### src/rtl/booth_mult_arb_pkg.sv
// booth_arb_pkg: shared types and default sizes for the booth multiplier
// arbiter slice.
//   arb_state_t  : sequencer state encoding (IDLE, START, WAIT, RESP)
//   DEF_NUM_REQ  : default number of requesters
//   DEF_WIDTH    : default operand width
package booth_arb_pkg;

  typedef enum logic [1:0] {
    IDLE  = 2'd0,
    START = 2'd1,
    WAIT  = 2'd2,
    RESP  = 2'd3
  } arb_state_t;

  localparam int DEF_NUM_REQ = 4;
  localparam int DEF_WIDTH   = 4;

endpackage

### src/rtl/booth_mult_arb_if.sv
// booth_mult_arb_if: request and response bundle between client blocks and
// the multiplier arbiter.
//   req_valid/req_a/req_b/req_ready : per-requester operand handshake
//   resp_valid/resp_ready           : result handshake
//   resp_id/resp_y                  : owner index and signed product
//   resp_err                        : timeout flag, only with BOOTH_ARB_TIMEOUT_EN
// Modports: master = client side, slave = arbiter side.
interface booth_mult_arb_if
  import booth_arb_pkg::*;
#(
  parameter int NUM_REQ = DEF_NUM_REQ,
  parameter int WIDTH   = DEF_WIDTH
);
  localparam int ID_W = $clog2(NUM_REQ);

  logic [NUM_REQ-1:0]       req_valid;
  logic [NUM_REQ*WIDTH-1:0] req_a;
  logic [NUM_REQ*WIDTH-1:0] req_b;
  logic [NUM_REQ-1:0]       req_ready;
  logic                     resp_valid;
  logic                     resp_ready;
  logic [ID_W-1:0]          resp_id;
  logic [2*WIDTH-1:0]       resp_y;
`ifdef BOOTH_ARB_TIMEOUT_EN
  logic                     resp_err;

  modport master (output req_valid, req_a, req_b, resp_ready,
                  input  req_ready, resp_valid, resp_id, resp_y, resp_err);
  modport slave  (input  req_valid, req_a, req_b, resp_ready,
                  output req_ready, resp_valid, resp_id, resp_y, resp_err);
`else
  modport master (output req_valid, req_a, req_b, resp_ready,
                  input  req_ready, resp_valid, resp_id, resp_y);
  modport slave  (input  req_valid, req_a, req_b, resp_ready,
                  output req_ready, resp_valid, resp_id, resp_y);
`endif

endinterface

### src/rtl/booth_mult_arb_rr_pick.sv
// rr_pick: combinational round-robin priority encoder.
//   req        : request vector
//   last_grant : index granted last; search starts one above it and wraps
//   grant      : first requesting index found
//   any_req    : at least one request present
module rr_pick
  import booth_arb_pkg::*;
#(
  parameter int NUM_REQ = DEF_NUM_REQ
) (
  input  logic [NUM_REQ-1:0]         req,
  input  logic [$clog2(NUM_REQ)-1:0] last_grant,
  output logic [$clog2(NUM_REQ)-1:0] grant,
  output logic                       any_req
);
  localparam int ID_W = $clog2(NUM_REQ);

  always_comb begin
    int idx;
    logic [ID_W-1:0] idx_l;
    grant   = '0;
    any_req = 1'b0;
    idx     = 0;
    idx_l   = '0;
    for (int i = 1; i <= NUM_REQ; i++) begin
      idx   = (int'(last_grant) + i) % NUM_REQ;
      idx_l = ID_W'(idx);
      if (!any_req && req[idx_l]) begin
        any_req = 1'b1;
        grant   = idx_l;
      end
    end
  end

endmodule

### src/rtl/booth_mult_arb.sv
// booth_mult_arb: shares one sequential multiplier core between NUM_REQ
// requesters using round-robin arbitration.
//   clk, rst        : clock, asynchronous active-low reset
//   bus (slave)     : request/response handshakes, see booth_mult_arb_if
//   mul_start       : one-cycle launch pulse to the core
//   mul_a, mul_b    : operands to the core, stable from START through WAIT
//   mul_y, mul_done : core product and completion pulse
// Optional macro BOOTH_ARB_TIMEOUT_EN adds a WAIT watchdog of TIMEOUT_CYC
// cycles and the resp_err flag.
//
// state | meaning
// IDLE  | waiting for any request; grant issued combinationally
// START | mul_start high for this cycle only
// WAIT  | core busy; only state that honours mul_done
// RESP  | result held until resp_ready
module booth_mult_arb
  import booth_arb_pkg::*;
#(
  parameter int NUM_REQ = DEF_NUM_REQ,
  parameter int WIDTH   = DEF_WIDTH
`ifdef BOOTH_ARB_TIMEOUT_EN
  , parameter int TIMEOUT_CYC = 32
`endif
) (
  input  logic               clk,
  input  logic               rst,
  booth_mult_arb_if.slave    bus,
  output logic               mul_start,
  output logic [WIDTH-1:0]   mul_a,
  output logic [WIDTH-1:0]   mul_b,
  input  logic [2*WIDTH-1:0] mul_y,
  input  logic               mul_done
);
  localparam int ID_W = $clog2(NUM_REQ);

  arb_state_t         state_q, state_d;
  logic [ID_W-1:0]    gnt_q, gnt_d;
  logic [ID_W-1:0]    last_q, last_d;
  logic               start_q, start_d;
  logic [WIDTH-1:0]   op_a_q, op_a_d;
  logic [WIDTH-1:0]   op_b_q, op_b_d;
  logic               resp_valid_q, resp_valid_d;
  logic [ID_W-1:0]    resp_id_q, resp_id_d;
  logic [2*WIDTH-1:0] resp_y_q, resp_y_d;
  logic [ID_W-1:0]    pick_g;
  logic               pick_any;
  logic [NUM_REQ-1:0] req_ready_c;
`ifdef BOOTH_ARB_TIMEOUT_EN
  localparam int CNT_W = $clog2(TIMEOUT_CYC + 1);
  logic [CNT_W-1:0]   cnt_q, cnt_d;
  logic               err_q, err_d;
`endif

  rr_pick #(.NUM_REQ(NUM_REQ)) u_pick (
    .req        (bus.req_valid),
    .last_grant (last_q),
    .grant      (pick_g),
    .any_req    (pick_any)
  );

  // Accept strobe is combinational; gated by rst so nothing is accepted
  // while the block is held in reset.
  always_comb begin
    req_ready_c = '0;
    if (rst && state_q == IDLE && pick_any) req_ready_c[pick_g] = 1'b1;
  end

  always_comb begin
    state_d      = state_q;
    gnt_d        = gnt_q;
    last_d       = last_q;
    start_d      = 1'b0;
    op_a_d       = op_a_q;
    op_b_d       = op_b_q;
    resp_valid_d = resp_valid_q;
    resp_id_d    = resp_id_q;
    resp_y_d     = resp_y_q;
`ifdef BOOTH_ARB_TIMEOUT_EN
    cnt_d        = cnt_q;
    err_d        = err_q;
`endif
    case (state_q)
      IDLE: begin
        if (pick_any) begin
          gnt_d   = pick_g;
          start_d = 1'b1;
          state_d = START;
          for (int i = 0; i < NUM_REQ; i++) begin
            if (pick_g == ID_W'(i)) begin
              op_a_d = bus.req_a[i*WIDTH +: WIDTH];
              op_b_d = bus.req_b[i*WIDTH +: WIDTH];
            end
          end
        end
      end
      START: begin
        state_d = WAIT;
`ifdef BOOTH_ARB_TIMEOUT_EN
        cnt_d   = '0;
`endif
      end
      WAIT: begin
        if (mul_done) begin
          resp_y_d     = mul_y;
          resp_id_d    = gnt_q;
          resp_valid_d = 1'b1;
          state_d      = RESP;
        end
`ifdef BOOTH_ARB_TIMEOUT_EN
        else if (cnt_q == CNT_W'(TIMEOUT_CYC - 1)) begin
          resp_y_d     = '0;
          resp_id_d    = gnt_q;
          resp_valid_d = 1'b1;
          err_d        = 1'b1;
          state_d      = RESP;
        end else begin
          cnt_d = cnt_q + 1'b1;
        end
`endif
      end
      RESP: begin
        // Pointer moves only here, so a held request cannot be starved.
        if (bus.resp_ready) begin
          resp_valid_d = 1'b0;
          last_d       = gnt_q;
          state_d      = IDLE;
`ifdef BOOTH_ARB_TIMEOUT_EN
          err_d        = 1'b0;
`endif
        end
      end
      default: state_d = IDLE;
    endcase
  end

  always_ff @(posedge clk or negedge rst) begin
    if (!rst) begin
      state_q      <= IDLE;
      gnt_q        <= '0;
      last_q       <= ID_W'(NUM_REQ - 1);
      start_q      <= 1'b0;
      op_a_q       <= '0;
      op_b_q       <= '0;
      resp_valid_q <= 1'b0;
      resp_id_q    <= '0;
      resp_y_q     <= '0;
`ifdef BOOTH_ARB_TIMEOUT_EN
      cnt_q        <= '0;
      err_q        <= 1'b0;
`endif
    end else begin
      state_q      <= state_d;
      gnt_q        <= gnt_d;
      last_q       <= last_d;
      start_q      <= start_d;
      op_a_q       <= op_a_d;
      op_b_q       <= op_b_d;
      resp_valid_q <= resp_valid_d;
      resp_id_q    <= resp_id_d;
      resp_y_q     <= resp_y_d;
`ifdef BOOTH_ARB_TIMEOUT_EN
      cnt_q        <= cnt_d;
      err_q        <= err_d;
`endif
    end
  end

  assign bus.req_ready  = req_ready_c;
  assign bus.resp_valid = resp_valid_q;
  assign bus.resp_id    = resp_id_q;
  assign bus.resp_y     = resp_y_q;
  assign mul_start      = start_q;
  assign mul_a          = op_a_q;
  assign mul_b          = op_b_q;
`ifdef BOOTH_ARB_TIMEOUT_EN
  assign bus.resp_err   = err_q;
`endif

endmodule

### src/flat_wrapper.sv
// flat-port wrapper written by rule: the top's interface ports become plain ports
module booth_mult_arb_flat import booth_arb_pkg::*;
#(
  parameter int NUM_REQ = DEF_NUM_REQ,
  parameter int WIDTH   = DEF_WIDTH

)
  (clk, rst, mul_start, mul_a, mul_b, mul_y, mul_done, bus_req_valid, bus_req_a, bus_req_b, bus_resp_ready, bus_req_ready, bus_resp_valid, bus_resp_id, bus_resp_y);
  booth_mult_arb_if #(.NUM_REQ(NUM_REQ), .WIDTH(WIDTH)) bus_i ();
  input  logic clk;
  input  logic rst;
  output logic mul_start;
  output logic [WIDTH-1:0] mul_a;
  output logic [WIDTH-1:0] mul_b;
  input  logic [2*WIDTH-1:0] mul_y;
  input  logic mul_done;
  input wire logic [$bits(bus_i.req_valid)-1:0] bus_req_valid;
  input wire logic [$bits(bus_i.req_a)-1:0] bus_req_a;
  input wire logic [$bits(bus_i.req_b)-1:0] bus_req_b;
  input wire logic [$bits(bus_i.resp_ready)-1:0] bus_resp_ready;
  output wire logic [$bits(bus_i.req_ready)-1:0] bus_req_ready;
  output wire logic [$bits(bus_i.resp_valid)-1:0] bus_resp_valid;
  output wire logic [$bits(bus_i.resp_id)-1:0] bus_resp_id;
  output wire logic [$bits(bus_i.resp_y)-1:0] bus_resp_y;
  assign bus_i.req_valid = bus_req_valid;
  assign bus_i.req_a = bus_req_a;
  assign bus_i.req_b = bus_req_b;
  assign bus_i.resp_ready = bus_resp_ready;
  assign bus_req_ready = bus_i.req_ready;
  assign bus_resp_valid = bus_i.resp_valid;
  assign bus_resp_id = bus_i.resp_id;
  assign bus_resp_y = bus_i.resp_y;
  booth_mult_arb #(.NUM_REQ(NUM_REQ), .WIDTH(WIDTH)) u_core (.clk(clk), .rst(rst), .bus(bus_i), .mul_start(mul_start), .mul_a(mul_a), .mul_b(mul_b), .mul_y(mul_y), .mul_done(mul_done));
endmodule
### config.mk
export PLATFORM = sky130hd
export DESIGN_NAME = booth_mult_arb_flat
export DESIGN_NICKNAME = d
export VERILOG_FILES = /design/src/rtl/booth_mult_arb_pkg.sv /design/src/rtl/booth_mult_arb_if.sv /design/src/rtl/booth_mult_arb_rr_pick.sv /design/src/rtl/booth_mult_arb.sv /design/src/flat_wrapper.sv
export SDC_FILE = /design/constraint.sdc
export NUM_CORES = 1
export LEC_CHECK = 0
export ABC_AREA = 1
export CAP_MARGIN = 25
export CORE_AREA = 4 4 73 75
export DETAILED_ROUTE_END_ITERATION = 10
export DIE_AREA = 0 0 77 79
export HOLD_SLACK_MARGIN = 0.1
export PLACE_DENSITY_LB_ADDON = 0.08
export SLEW_MARGIN = 20
export SYNTH_ARGS = -nofsm -noshare
export SYNTH_HDL_FRONTEND = slang
export SYNTH_SLANG_ARGS = --single-unit
### constraint.sdc
create_clock -name clk -period 2.3 [get_ports clk]
set_input_delay 0.575 -clock clk [delete_from_list [all_inputs] [get_ports clk]]
set_output_delay 0.575 -clock clk [all_outputs]
set_load 0.02 [all_outputs]
---- Word-level counts from Yosys, hierarchy flattened ----
Cells that the tools add are included.
cells by class
  reductions and logical operators ........ 19
  multipliers ............................. 0
  div/mod/pow operators ................... 0
  shift-type cells ........................ 0
  equality and inequality tests ........... 9
  bitwise logic cells ..................... 0
  muxes and demuxes ....................... 36
  $lt $le $gt $ge ......................... 6
  add/sub/neg operators ................... 4
operators with widths
  cell                   number
  $mux W4                9
  $lt A2 B3 Y1 const B   5
  $mux W2                7
  $mux W1                13
  $reduce_and A3 Y1      3
  $bmux W1 S2            4
  $eq A2 B2 Y1 const B   4
  $pmux W2 S4            1
  $logic_and A1 B1 Y1    6
  $reduce_and A2 Y1      3
  $add A2 B1 Y2 const B  2
  $add A2 B2 Y2 const B  2
  $eq A2 B1 Y1 const B   2
  $logic_not A2 Y1       2
  $ne A2 B2 Y1 const B   2
  $reduce_bool A4 Y1     1
  $logic_not A1 Y1       3
  $demux W1 S2           1
  $ge A2 B1 Y1 const B   1
  $ne A2 B1 Y1 const B   1
  $pmux W1 S2            1
  $reduce_bool A2 Y1     1
word-level totals
  output and inout port bits .............. 24
  memory bits (read-only) ................. 0
  memory bits (writable) .................. 0
  word-level logic and storage cells ...... 83
  latch bits .............................. 0
  input bits .............................. 48
  register bits after elaboration ......... 26
  memories ................................ 0

---- Depth between registers and ports, before layout ----
  depth in word-level cells ............... 18
  depth in mapped cells ................... 17
  mapped depth without buffers ............ 16

---- Modules after synthesis ----
From an unflattened synthesis, not the netlist that was laid out.
second synthesis, totals
  cells, all modules ...................... 241
  area total of the unflattened synthesis .. 1,667.8 um2
by module, submodules not included
  module          area each (um2)  cells an instance  sequential area each (um2)  instances
  booth_mult_arb  1,396.3          189                653.1                       1
  rr_pick         271.5            52                 0.0                         1

---- Worst setup path before layout ----
OpenSTA, ideal clock, no wires.
  kind .................................... reg-to-output
  start ................................... register u_core.last_q[0]
  end ..................................... output bus_req_ready[0]
  data required time ...................... 1.725 ns
  setup slack ............................. -0.244 ns
  arrival ................................. 1.969 ns
  path buffers ............................ 2
  cell stages (with the launch flop) ...... 13
  cell sequence ........................... dfstp_2 -> buf_4 -> inv_6 -> nand2_2 -> nand2_2 -> nand2_2 -> nand2_2 -> a21oi_1 -> nand2_1 -> nand2_4 -> inv_6 -> buf_12 -> nor3_1
on the way
  cells in the longest elaborated chain, start to end .. 18
  elaborated cells on any way between the ends .. 33
  classes of those cells .................. add/sub (4); order compare (2); mux (19); reduce/logical (8)
RTL lines
  item                                                                       RTL line                      source
  start: declaration                                                         booth_mult_arb.sv:38          logic [ID_W-1:0] last_q, last_d;
  start signal: assignment                                                   booth_mult_arb.sv:140         last_q <= ID_W'(NUM_REQ - 1);
  start signal: assignment                                                   booth_mult_arb.sv:154         last_q <= last_d;
  $add A2 B1 Y2                                                              booth_mult_arb_rr_pick.sv:26  idx = (int'(last_grant) + i) % NUM_REQ;
  $bmux W1 S2                                                                booth_mult_arb_rr_pick.sv:28  if (!any_req && req[idx_l]) begin
  $mux W1 (implied by the code)                                              booth_mult_arb_rr_pick.sv:28
  $mux W1                                                                    booth_mult_arb_rr_pick.sv:28
  $logic_not A1 Y1                                                           booth_mult_arb_rr_pick.sv:28
  $logic_and A1 B1 Y1                                                        booth_mult_arb_rr_pick.sv:28
  $mux W1                                                                    booth_mult_arb_rr_pick.sv:28
  $logic_not A1 Y1                                                           booth_mult_arb_rr_pick.sv:28
  [2 not listed]                                                             --
  $logic_not A1 Y1                                                           booth_mult_arb_rr_pick.sv:28
  $logic_and A1 B1 Y1                                                        booth_mult_arb_rr_pick.sv:28
  $mux W2                                                                    booth_mult_arb_rr_pick.sv:28
  $lt A2 B3 Y1 (implied by the code) / $ge A2 B1 Y1 (equally long branches)  booth_mult_arb.sv:65          if (rst && state_q == IDLE && pick_any) req_ready_c[pick_g] = 1'b1;
  $logic_and A1 B1 Y1 (implied by the code)                                  booth_mult_arb.sv:65
  $mux W1 (implied by the code)                                              booth_mult_arb.sv:65
  $demux W1 S2                                                               --
  $mux W4 *                                                                  booth_mult_arb.sv:65
  end: declaration                                                           flat_wrapper.sv:21            output wire logic [$bits(bus_i.req_ready)-1:0] bus_req_ready;
Every way passes the cells marked *; elsewhere a longest branch is shown, timed or not. The select of a mux whose other input is x is not followed.

---- Worst setup path after layout ----
  start ................................... register u_core.last_q[0]
  end ..................................... output bus_req_ready[2]
The elaborated chain is that of the path after synthesis.

==> flow_metrics.py <==
metrics = {
    "outcome": {
        "status": "finished with violations",
        "violations": "negative setup slack",
    },
    "power": {
        "powerDensity_nw_per_um2": 1662,
        "clkPwrFrac_pct": 7.5,
        "peakVddDrop_mv": 0.6969,
        "p_sw_mw": 2.329,
        "comb_power_share_pct": 76.0,
        "switching_share_pct": 46.32,
        "seq_power_share_pct": 16.5,
        "p_int_mw": 2.700,
        "leakagePower_nw": 1.520,
    },
    "critical_path": {
        "crit_path_top_delay_cell": "dfstp_2",
        "max_stage_delay_ns": 0.62,
        "rrSetupSlack_ns": -0.26,
        "crit_family": "simple AND/OR/NAND/NOR gates",
        "path_class": "flop to output pin",
        "path_cells": "clkinv_4, nand2_4, nand2_2, nand2_2, nand2_2, nor2_4, nand3_2, nand3_2, nand2_4, inv_4, nand2_4, nor2_4, buf_6",
        "arrival_ns": 2.11,
        "end_kind": "output pin",
        "reg2regPathDepth": 20,
        "critPathBufInv": 3,
        "critPathRequiredTime_ns": 1.73,
        "critPathLaunchType": "flop",
        "path_max_fanout": 7,
        "cp.depth": 13,
    },
    "global_routing": {
        "grtUsageTotal_pct": 15.67,
        "grt_max_degree": 27,
        "antenna_found_initial": 0,
        "grt_pass1_vias": 1766,
        "grt_pass1_wl_um": 7776,
        "grt_overflow": 0,
    },
    "cts": {
        "clk_latency_ns": 0.27,
        "cts_made_buffers": 3,
        "tritoncts": "built",
        "ctsHoldBuffers": 0,
        "cts_root_buf": "clkbuf_8",
        "clk_pin_slew_worst_paths_ns": 0.09,
        "ctsLongestPathBuffers": 2,
        "cts_sinks": 26,
        "htree_levels": 1,
    },
    "placed_design": {
        "hpwl_um": 3593,
        "portBuffers": 71,
        "gp_congestion": 0.7883,
        "place_inst": 378,
    },
    "logic_synthesis": {
        "syn_area_sq_um": 1764,
        "synthMuxAreaShare_pct": 5.106,
        "ys_seq_elements": 26,
        "synth_compound_area_share_pct": 8.298,
        "synth-simple-area-share_pct": 34.04,
        "yosysWarnings": 0,
        "syn_inst": 238,
        "synth_xor_area_share_pct": 0,
        "seq_area_frac_synth_pct": 37.02,
        "synthDistinctLibCells": 27,
        "synthAdderAreaFrac_pct": 2.837,
        "synth_fp_nets": 290,
        "synth_top_family_by_area": "simple AND/OR/NAND/NOR gates",
        "avgSynthCellArea_sq_um": 7.413,
    },
    "timing": {
        "setup_viol": 12,
        "final-hold-violation-count": 0,
        "slew_violations": 0,
        "setup_tns_ns": -3.458,
        "setup_slack_ns": -0.3878,
        "slew_headroom_pct": 68.93,
        "finClkSkew_ns": 0.002693,
        "max_freq_mhz": 372.1,
        "rsz0062_at_grt": "yes",
        "min_period_ns": 2.688,
        "worstMarginPinSlew_ns": 0.4650,
        "min_period_over_period_pct": 116.9,
    },
    "route": {
        "wl_um": 4737,
        "routedWlPerCell_um": 11.87,
        "drc_errors": 0,
        "drt-initial-drc-count": 96,
        "postRouteAntennaNets": 0,
        "dr_total_vias": 1814,
        "vias_per_cell": 4.546,
        "firstDrtPassIters": 4,
    },
    "cells_and_area": {
        "drive_gt1_share_pct": 32.46,
        "stdcell_count": 399,
        "area_growth_pct": 71.49,
        "n_antenna_cell": 0,
        "nNetsFinal": 398,
    },
    "floorplanning": {
        "die_w_um": 77,
        "initial_utilization_pct": 37.85,
        "rows": 25,
        "die_h_um": 79,
        "core_sq_um": 4661,
        "io_pins": 72,
        "die_area_sq_um": 6083,
    },
    "job": {
        "max_cap_viol_count": 0,
    },
    "hold_path": {
        "hold_depth": 2,
        "min_path_type": "flop to flop",
    },
}
[final cells by class]
type,instances,area [sq um]
Fill cell,413,1635
Timing Repair Buffer,109,1037
Multi-Input combinational cell,166,1033
Sequential cell,26,653.1
Inverter,40,162.7
Tap cell,54,67.56
Clock buffer,3,41.29
Clock inverter,1,30.03
[synthesized netlist by cell type, drive strengths merged]
cell   instances  area, sq um
buf            6        61.30
nor3           3        15.01
o22ai          1        6.260
ha             4        50.05
a21oi         11        55.05
dfrtp         24        600.6
nor2           9        46.29
nand2         91        404.1
nand3         20        122.6
inv           40        162.7
nand4          2        12.51
o21ai         17        85.08
dfstp          2        52.55
mux2           8        90.09
[kinds of logic (layout without fill, tap and decap cells)]
group,Yosys count,count (layout)
muxes,8,8
adders and majority gates,4,4
DFF,26,26
AOI/OAI and AO/OA,29,29
buffers and inverters,46,153
and+or+nand+nor,125,125
[layout by cell type, fill, tap and decap left out, drive strengths merged]
cell,synthesis,routed
nand2,91,91
clkdlybuf4s50,0,63
buf,6,42
inv,40,39
dfrtp,24,24
nand3,20,20
o21ai,17,17
a21oi,11,11
nor2,9,9
mux2,8,8
ha,4,4
dlygate4sd2,0,4
clkbuf,0,3
nor3,3,3
nand4,2,2
dfstp,2,2
clkinv,0,1
o22ai,1,1
bufinv,0,1
[power groups by stage]
stage               Combinational [mW]  Clock [mW]  Sequential (mW)
floorplan                         1.99           0             1.01
global placement                  3.26           0            0.829
detailed placement                3.29           0            0.840
CTS                               3.67       0.387            0.827
global route                      4.23       0.408            0.866
finish                            3.82       0.375            0.831
[flip-flops by register name (all words and copies together) (netlist names)]
register	cells
u_core.bus.resp_y	8
u_core.mul_a	4
u_core.mul_b	4
u_core.bus.resp_id	2
u_core.gnt_q	2
u_core.last_q	2
u_core.state_q	2
u_core.bus.resp_valid	1
u_core.mul_start	1
[per-stage QoR]
step	util, %	instance area [sq um]	hold slack (ns)	total power [mW]	worst slack, ns
CTS	62.93	2933	0.4872	4.886	-0.3539
global route	64.91	3025	0.5179	5.508	-0.5125
finish	64.91	3025	0.4792	5.030	-0.3878
floorplan	-	1799	0.2794	3.002	-0.02508
detailed placement	57.91	2699	0.4700	4.127	-1.036
global placement	57.91	2699	0.4609	4.091	-0.9713
[final timing paths]
path	start	end
setup / recovery	u_core.last_q[0]$_DFFE_PN1P_	bus_req_ready[2]
hold / removal	u_core.mul_a[0]$_DFFE_PN0P_	u_core.mul_a[0]$_DFFE_PN0P_
setup reg to reg	u_core.last_q[0]$_DFFE_PN1P_	u_core.mul_a[3]$_DFFE_PN0P_
hold reg to reg	u_core.mul_a[0]$_DFFE_PN0P_	u_core.mul_a[0]$_DFFE_PN0P_
max in group asynchronous	rst	u_core.last_q[1]$_DFFE_PN1P_
min in group asynchronous	rst	u_core.mul_start$_DFF_PN0_
[worst reg2reg max path, stage by stage, from the launching register on]
cell      delay (ns)
dfstp_2         0.62
clkinv_4        0.13
nand2_4         0.08
nand2_2         0.07
nand2_2         0.08
nand2_2         0.07
nor2_4          0.13
nand2_2         0.06
nor2_2          0.12
inv_2           0.05
buf_4           0.12
buf_4           0.12
buf_4           0.12
buf_4           0.12
buf_4           0.12
buf_6           0.11
nand2_4         0.05
buf_12          0.12
a21oi_1         0.04
nand2_1         0.07
nand2_1         0.06
[per-layer routing]
layer	wire length [um]	share of wire [%]	global-route usage [%]	up-vias
met2	2280	48	27.09	43
met5	0	0	0	-
met1	2087	44	19.82	807
met3	285	6.0	3.401	7
li1	-	-	-	957
met4	84	1.8	4.270	0
[timing repair]
action                     in CTS  in global routing
setup endpoints to repair       4                 12
buffers inserted               14                  3
pin swaps                      25                 16
gates cloned                    0                  0
resized for setup              41                 23
Power figures use the tool's default switching activity.
